==> src/rtl/rob_commit.sv <==
// rob_commit: in-order retirement buffer that feeds the register-file write port.
//
// Dispatch allocates entries in program order and receives the tail pointer
// as its tag. Execution units complete entries by tag, in any order. The head
// entry retires when it is done, at most one entry per cycle, and drives the
// register-file write port. flush_i discards every entry in flight.
//
// Ports
//   clk_i, rst_ni             clock (rising edge), async active-low reset
//   alloc_valid_i/alloc_rd_i  dispatch request and its destination register
//   alloc_ready_o/alloc_tag_o buffer not full / tag granted (tail pointer)
//   cmpl_valid_i/_tag_i/_data_i  execution result for an entry
//   flush_i                   synchronous squash of all entries
//   commit_o                  head entry retires this cycle
//   rf_wr_en_o/_addr_o/_data_o   register-file write port (rd=0 never writes)
//   count_o, empty_o          occupancy
//
// Per-entry state
//   state   | meaning
//   FREE    | slot unused
//   PENDING | allocated, waiting for its result
//   DONE    | result captured, waiting to retire from the head
module rob_commit #(
    parameter int  DEPTH = 8,
    parameter int  XLEN  = 32,
    localparam int TAG_W = $clog2(DEPTH)
) (
    input  logic             clk_i,
    input  logic             rst_ni,
    input  logic             alloc_valid_i,
    input  logic [4:0]       alloc_rd_i,
    output logic             alloc_ready_o,
    output logic [TAG_W-1:0] alloc_tag_o,
    input  logic             cmpl_valid_i,
    input  logic [TAG_W-1:0] cmpl_tag_i,
    input  logic [XLEN-1:0]  cmpl_data_i,
    input  logic             flush_i,
    output logic             commit_o,
    output logic             rf_wr_en_o,
    output logic [4:0]       rf_wr_addr_o,
    output logic [XLEN-1:0]  rf_wr_data_o,
    output logic [TAG_W:0]   count_o,
    output logic             empty_o
);

    localparam logic [1:0] ST_FREE    = 2'b00;
    localparam logic [1:0] ST_PENDING = 2'b01;
    localparam logic [1:0] ST_DONE    = 2'b10;

    localparam logic [TAG_W-1:0] TAG_ONE = TAG_W'(1);
    localparam logic [TAG_W:0]   CNT_ONE = (TAG_W + 1)'(1);
    localparam logic [TAG_W:0]   CNT_MAX = (TAG_W + 1)'(DEPTH);

    logic [1:0]       state_q [DEPTH];
    logic [4:0]       rd_q    [DEPTH];
    logic [XLEN-1:0]  data_q  [DEPTH];
    logic [TAG_W-1:0] head_q;
    logic [TAG_W-1:0] tail_q;
    logic [TAG_W:0]   count_q;

    logic head_valid;
    logic head_done;
    logic alloc_fire;
    logic cmpl_hit;

    assign head_valid = (state_q[head_q] != ST_FREE);
    assign head_done  = (state_q[head_q] == ST_DONE);

    // Readiness looks only at the registered count, so a retirement in the
    // same cycle never opens a slot for allocation until the next cycle.
    assign alloc_ready_o = (count_q != CNT_MAX);
    assign alloc_tag_o   = tail_q;
    assign alloc_fire    = alloc_valid_i & alloc_ready_o & ~flush_i;

    // Only a PENDING entry accepts a result: late results to free slots and
    // duplicate results to finished entries are dropped (first result wins).
    assign cmpl_hit = cmpl_valid_i & (state_q[cmpl_tag_i] == ST_PENDING) & ~flush_i;

    assign commit_o     = head_done & ~flush_i;
    assign rf_wr_en_o   = commit_o & (rd_q[head_q] != 5'd0);
    assign rf_wr_addr_o = head_valid ? rd_q[head_q]   : 5'd0;
    assign rf_wr_data_o = head_valid ? data_q[head_q] : '0;

    assign count_o = count_q;
    assign empty_o = (count_q == '0);

    // The alloc, completion and commit writes below can never hit the same
    // slot in one cycle: they target FREE, PENDING and DONE entries
    // respectively.
    always_ff @(posedge clk_i or negedge rst_ni) begin
        if (!rst_ni) begin
            for (int i = 0; i < DEPTH; i++) begin
                state_q[i] <= ST_FREE;
                rd_q[i]    <= 5'd0;
                data_q[i]  <= '0;
            end
            head_q  <= '0;
            tail_q  <= '0;
            count_q <= '0;
        end else if (flush_i) begin
            for (int i = 0; i < DEPTH; i++) begin
                state_q[i] <= ST_FREE;
            end
            head_q  <= '0;
            tail_q  <= '0;
            count_q <= '0;
        end else begin
            if (alloc_fire) begin
                state_q[tail_q] <= ST_PENDING;
                rd_q[tail_q]    <= alloc_rd_i;
                tail_q          <= tail_q + TAG_ONE;
            end
            if (cmpl_hit) begin
                state_q[cmpl_tag_i] <= ST_DONE;
                data_q[cmpl_tag_i]  <= cmpl_data_i;
            end
            if (commit_o) begin
                state_q[head_q] <= ST_FREE;
                head_q          <= head_q + TAG_ONE;
            end
            case ({alloc_fire, commit_o})
                2'b10:   count_q <= count_q + CNT_ONE;
                2'b01:   count_q <= count_q - CNT_ONE;
                default: count_q <= count_q;
            endcase
        end
    end

endmodule

==> config.mk <==
export PLATFORM = sky130hd
export DESIGN_NAME = rob_commit
export DESIGN_NICKNAME = d
export VERILOG_FILES = /design/src/rtl/rob_commit.sv
export SDC_FILE = /design/constraint.sdc
export NUM_CORES = 1
export LEC_CHECK = 0
export BUFFER_PORTS_ARGS = -buffer_cell sky130_fd_sc_hd__buf_2
export CORE_AREA = 8 8 259 261
export DETAILED_ROUTE_END_ITERATION = 12
export DIE_AREA = 0 0 267 269
export GPL_ROUTABILITY_DRIVEN = 0
export PLACE_DENSITY = 0.51
export SLEW_MARGIN = 20
export SYNTH_ARGS = -nofsm -noshare
export SYNTH_HDL_FRONTEND = slang
export SYNTH_SLANG_ARGS = --single-unit
==> constraint.sdc <==
create_clock -name clk_i -period 4.14 [get_ports clk_i]
set_input_delay 0.207 -clock clk_i [delete_from_list [all_inputs] [get_ports clk_i]]
set_output_delay 0.207 -clock clk_i [all_outputs]
set_load 0.02 [all_outputs]
==> metrics.txt, run 1 <==
Top Metal Used met5; Die H 269 um; I/O Pins 93; Async S/R FF share, synth 100%; Worst Tran Pin Value 1080 ps; Switching Share 23.8%; DRT antenna net count 0; fraction of layout instances using a drive strength above 1 43.7%; Cells after Synth 1120; sequential power share 45.8%; CTS root buf clkbuf_16; WHS Path Cells 2; Worst R2R Path Depth 10; clock skew 23.8 ps; Psw 1950 uW; Initial Util 24.8%; DR iter-0 viols 586; Vias 9813; Leak Pwr 0.00844 uW; Finished Core Util 29.4%; RSZ-0062 raised after global routing false; die area 0.0718 mm2; slew margin rel. 28.3%; clock power share 42.5%; syn avg cell area 13.9 um2; RR Endpoint count_o[3]$_DFFE_PN0P_; minimum hold slack 21.0 ps; DRC Markers 0; initial antenna violation count 3; Post-synth EDFFs 0; largest area contributor in the netlist dfrtp_1; most common cell after layout, fill and taps aside dfrtp_1; Worst Slack Setup Final 415 ps; worst endpoint required time 3930 ps; Hold Path Origin cmpl_data_i[25]; crit path capture type primary output; min-delay worst type in2reg; met3 WL 1.80 mm; die width 267 um; Cell variety after synth 62; setup TNS 0 ps; number of post-CTS setup repair buffers 0; synthesized flop and latch total 322; Setup Viol. Count Final 0; post-cts sizing count 0; global-route usage over all layers 11.9%; I/O Buffers 92; WP data arrival 3520 ps; status finished, final reports clean; clk buf depth 3; Slew Viols, Final 0; pre-CTS WS 903 ps; CP startpoint kind flip-flop; WL per Instance 20.0 um; nets 1279; max frequency 268 MHz; commonest cells after routing, fill and taps aside dfrtp_1, mux2_2, buf_2; first-pass GRT wire length 66.5 mm; CP Cell Sequence mux2_2, a22oi_1, o2111ai_1, nor2_4, buf_12, a21oi_1, buf_2; grt ovf 0; Synthesized Nets 1169; vias in the first global route 10600; drt via density 4.66; CTS tree yes; Final HPWL DP 25.4 mm; Worst Hold End data_q[153]$_DFFE_PN0P_; Clock Latency Late Sink 550 ps; TritonRoute pass-1 iters 5; final WL 42.1 mm; critical path class reg2out; r2r setup slk 810 ps; Hold Buf Count CTS 29; Final period util 90.0%; Clock transition at path regs 60 ps; share of total power in combinational logic 11.7%; clk sink count 322; post-synthesis sequential area ratio 51.9%; Max FO, Critical Path 20; CP peak stage delay 780 ps; Max Cap Viol 0; Tmin final 3730 ps; Worst path slowest cell nor2_4; ys flop type dfrtp_1; Fin. Hold Viols 0; largest cells by area after synthesis dfrtp_1, mux2_2, mux4_2; post-synth top area share 51.9%; Top delay family on crit path compound AO/OA/AOI/OAI gates; area delta synth->final 18.6%; Core Region 0.0627 mm2; RR Startpoint head_q[0]$_DFFE_PN0P_; Worst VDD drop 0.237 mV; met2 WL 19.6 mm; site row count 92; pwr dens 443 mW/mm2; Syn Std Cell Area 0.0155 mm2; pin count of the biggest net entering global routing 113; total internal power 6220 uW; total CTS buffers 38; met1 WL 19.7 mm; H-Tree Depth 2; Syn. warnings 0; CP Buf/Inv Count 2
## synth_stat cells (all sizes together) (2+ instances only)
| cell | number |
|---|---|
| and3 | 8 |
| dfrtp | 322 |
| inv | 14 |
| a22oi | 7 |
| nand2b | 2 |
| a21boi | 2 |
| nand3 | 16 |
| nand4b | 3 |
| a211oi | 19 |
| nor2b | 9 |
| o211a | 4 |
| a22o | 2 |
| ha | 4 |
| a211o | 2 |
| o22ai | 4 |
| xnor2 | 2 |
| a221oi | 11 |
| nand4 | 14 |
| or2 | 2 |
| nand2 | 61 |
| nand3b | 2 |
| o2111a | 2 |
| mux2 | 308 |
| mux2i | 22 |
| a41oi | 2 |
| o2111ai | 4 |
| and2 | 2 |
| buf | 46 |
| nor3 | 17 |
| clkbuf | 31 |
| xor2 | 3 |
| a21oi | 47 |
| o221ai | 2 |
| nor4 | 2 |
| mux4 | 51 |
| o21ai | 5 |
| nor2 | 52 |
## cells by family (layout without fill, tap and decap cells)
group	after synthesis	in the layout	share of synthesized area, %
AOI/OAI and AO/OA	121	121	5.55
xor gates and xnor gates	5	5	0.282
adders and majority gates	4	4	0.322
buffers and inverters	92	232	3.39
DFF	322	322	51.9
muxes	381	381	32.0
other	0	1	0
and+or+nand+nor	195	195	6.53
## metrics by stage
step,total power [uW],cells,cell area [um2]
floorplan,4420,1120,15500
global placement,4700,2007,16800
detailed placement,4750,2007,16800
CTS,8300,2106,18400
global route,8570,2106,18400
finish,8170,2107,18400
## worst register-to-register path: stages (launching register included)
cell and delay [ps]:
dfrtp_4 530, mux2_2 360, a22oi_1 230, o2111ai_1 490, nand4_1 350, inv_1 80
ha_1 370, a31oi_1 120, or3_1 370, a22o_1 200, o311ai_0 100
## power by group through the flow
| stage | Clock (uW) | Sequential [uW] | Combinational [uW] |
|---|---|---|---|
| after floorplan | 0 | 3730 | 686 |
| after global placement | 0 | 3770 | 923 |
| after detailed placement | 0 | 3800 | 951 |
| after CTS | 3580 | 3740 | 979 |
| after global routing | 3720 | 3800 | 1060 |
| final | 3470 | 3740 | 958 |
## state kept, by name, summed over array words and instances (netlist names)
| name | flops |
|---|---|
| count_o | 4 |
| data_q | 256 |
| state_q | 16 |
| alloc_tag_o | 3 |
| rd_q | 40 |
| head_q | 3 |
## per-layer routing
| metal | track usage, % | vias up |
|---|---|---|
| li1 | - | 4371 |
| met1 | 16.0 | 5201 |
| met2 | 19.0 | 176 |
| met3 | 2.46 | 61 |
| met4 | 3.63 | 4 |
| met5 | 0 | - |
## worst max-delay path by stage
| stage | start | endpoint | slack, ps | cells past startpoint |
|---|---|---|---|---|
| 3_3_place_gp | head_q[0]$_DFFE_PN0P_ | count_o[3]$_DFFE_PN0P_ | 990 | 10 |
| 2_1_floorplan | head_q[0]$_DFFE_PN0P_ | count_o[3]$_DFFE_PN0P_ | 1230 | 12 |
| 3_5_place_dp | head_q[0]$_DFFE_PN0P_ | count_o[3]$_DFFE_PN0P_ | 900 | 10 |
| 6_report | head_q[0]$_DFFE_PN0P_ | rf_wr_data_o[1] | 410 | 7 |
| 5_1_grt | head_q[0]$_DFFE_PN0P_ | rf_wr_data_o[0] | 240 | 6 |
| 4_1_cts | head_q[0]$_DFFE_PN0P_ | rf_wr_data_o[15] | 380 | 7 |
## area by class of cell
cell class,count,area [um2]
fillers,6359,44300
flip-flops and latches,322,8070
multi-input cells,706,6950
clock buffers,58,1090
well taps,846,1060
repair buffers,147,993
clock inverters,12,208
inverters,15,56.3
diodes,1,2.50
No activity file was read; power rests on OpenSTA's default activity.
==> run 2, diff against run 1 <==
- clock period: 4.14 -> 4.55 ns (I/O delays scaled with it)
==> metrics.txt, run 2 (same netlist as run 1, synthesis figures left out) <==
Worst VDD drop 0.267 mV (+12%); TritonRoute pass-1 iters 5 (unchanged); Worst Tran Pin Value 983 ps (-92.2 ps); min-delay worst type in2reg; crit path capture type primary output; r2r setup slk 950 ps (+140 ps); commonest cells after routing, fill and taps aside dfrtp_1, mux2_2, buf_2; met1 usage in global routing 15.7% (-0.37 points); RR Endpoint count_o[3]$_DFFE_PN0P_; final WL 42.7 mm (+1.4%); GRT busiest layer met2; Final period util 89.5%; site row count 92 (unchanged); nets 1263 (-1.3%); I/O Pins 93 (unchanged); initial antenna violation count 4 (+1); crit path launch head_q[0]$_DFFE_PN0P_; max reg flops 256 (unchanged); crit path capture rf_wr_data_o[16]; Post-Layout Cell Count 2088 (-0.90%); Max Cap Viol 0 (unchanged); fraction of layout instances using a drive strength above 1 44.4% (+0.67 points); setup TNS 0 ps (unchanged); Core Region 0.0627 mm2 (unchanged); Vias 9712 (-1.0%); WP depth 8 (+1); Psw 1790 uW (-7.7%); pin count of the biggest net entering global routing 121 (+7.1%); Slew Viols, Final 0 (unchanged); pwr dens 401 mW/mm2 (-9.5%); DRC Markers 0 (unchanged); Leak Pwr 0.00834 uW (-1.1%); Worst R2R Path Depth 11 (+1); clock power share 41.5% (-1.0 points); I/O Buffers 92 (unchanged); CP peak stage delay 790 ps (about the same); WP data arrival 3840 ps (+320 ps); Clock transition at path regs 60 ps (about the same); share of total power in combinational logic 11.9% (+0.2 points); Fin. Hold Viols 0 (unchanged); clock skew 19.7 ps (-4.11 ps); worst endpoint required time 4320 ps (+390 ps); critical path class reg2out; dpl cells 2004 (-0.15%); total CTS buffers 39 (+2.6%); Clock Latency Late Sink 560 ps (about the same); RR Startpoint head_q[0]$_DFFE_PN0P_; CTS root buf clkbuf_16; total internal power 5510 uW (-12%); grt ovf 0 (unchanged); most common cell after layout, fill and taps aside dfrtp_1; GR Util met3 3.15% (+0.68 points); first-pass GRT wire length 66.3 mm (-0.31%); sequential power share 46.6% (+0.8 points); clk sink count 322 (unchanged); post-cts sizing count 0 (unchanged); die area 0.0718 mm2 (unchanged); Switching Share 24.6% (+0.77 points); drt via density 4.65 (-0.13%); RSZ-0062 raised after global routing false; Setup Viol. Count Final 0 (unchanged); global-route usage over all layers 11.9% (+0.015 points); CP Buf/Inv Count 3 (+1); area delta synth->final 17.2%; H-Tree Depth 2 (unchanged); Top reg by flops data_q; Tmin final 4070 ps; DRT antenna net count 0 (unchanged); slew margin rel. 34.3% (+6.0 points); status finished, final reports clean; CTS tree yes; Initial Util 24.8% (unchanged); CP Cell Sequence buf_4, mux2_2, nand2_1, o221ai_1, nor2_4, buf_12, nor3_1, buf_2; Final HPWL DP 26.3 mm (+3.6%); vias in the first global route 10500 (-1.3%); CP startpoint kind flip-flop; Worst path slowest cell nor2_4; Max FO, Critical Path 28 (+40%); Top Registers data_q x256, rd_q x40, state_q x16; met2 usage 19.2% (+0.20 points); clk buf depth 3 (unchanged); DR iter-0 viols 551 (-6.0%); die width 267 um (unchanged); Top delay family on crit path buffers and inverters; WL per Instance 20.4 um (+2.3%); max frequency 246 MHz; Die H 269 um (unchanged)
-- run 2: cell count changes in the layout (fill, tap and decap cells not counted), moves of 2 or more --
cell           before  now
dlygate4sd3_1      29   15
clkinv_2            5    3
clkbuf_8            4   11
clkbuf_1           15   10
bufinv_16           5    0
buf_4              23   21
-- run 2: stage by stage --
| stage | hold slack [ps] | instance area, um2 | setup slack [ps] | util [%] | power [uW] |
|---|---|---|---|---|---|
| after CTS | 0.246 | 18200 | 324 | 29.0 | 7430 |
| after detailed placement | 421 | 16800 | 913 | 26.8 | 4330 |
| final | 21.0 | 18200 | 479 | 29.0 | 7300 |
| after global routing | 18.9 | 18200 | 198 | 29.0 | 7660 |
| after floorplan | -68.1 | 15500 | 1640 | - | 4020 |
| after global placement | 406 | 16800 | 959 | 26.8 | 4280 |
-- run 2: how the worst min path moves through the flow --
stage / depth (start not counted) / slack [ps] / to / start
2_1_floorplan: 0 / -70 / alloc_tag_o[0]$_DFFE_PN0P_ / rst_ni
3_3_place_gp: 1 / 410 / data_q[116]$_DFFE_PN0P_ / rst_ni
3_5_place_dp: 1 / 420 / data_q[20]$_DFFE_PN0P_ / rst_ni
4_1_cts: 2 / 0.2 / data_q[108]$_DFFE_PN0P_ / cmpl_data_i[12]
5_1_grt: 2 / 20 / data_q[154]$_DFFE_PN0P_ / cmpl_data_i[26]
6_report: 2 / 20 / data_q[18]$_DFFE_PN0P_ / cmpl_data_i[18]
-- run 2: repair_timing --
item                                   CTS  global route
hold buffers                            15             0
endpoints found under the hold margin  187             0
buffers inserted                         0             0
-- run 2: metal layers --
layer | up-vias | wire [um]
li1 | 4340 | -
met1 | 5120 | 19500
met2 | 180 | 20000
met3 | 66 | 2110
met4 | 6 | 1010
met5 | - | 44
-- run 2: area by class of cell --
cell class / instances / area [um2]
fill: 6377 / 44500
sequential: 322 / 8070
multi-input combinational: 706 / 6950
clock buffer: 61 / 1190
tap: 846 / 1060
timing repair buffer: 130 / 818
clock inverter: 7 / 56.3
inverter: 15 / 56.3
antenna: 1 / 2.50
-- run 2: power by group through the flow --
stage                     sequential [uW]  combinational [uW]  clock [uW]
final                                3410                 868        3030
after detailed placement             3450                 874           0
after global routing                 3450                 956        3250
after floorplan                      3390                 624           0
after CTS                            3410                 887        3130
after global placement               3430                 849           0
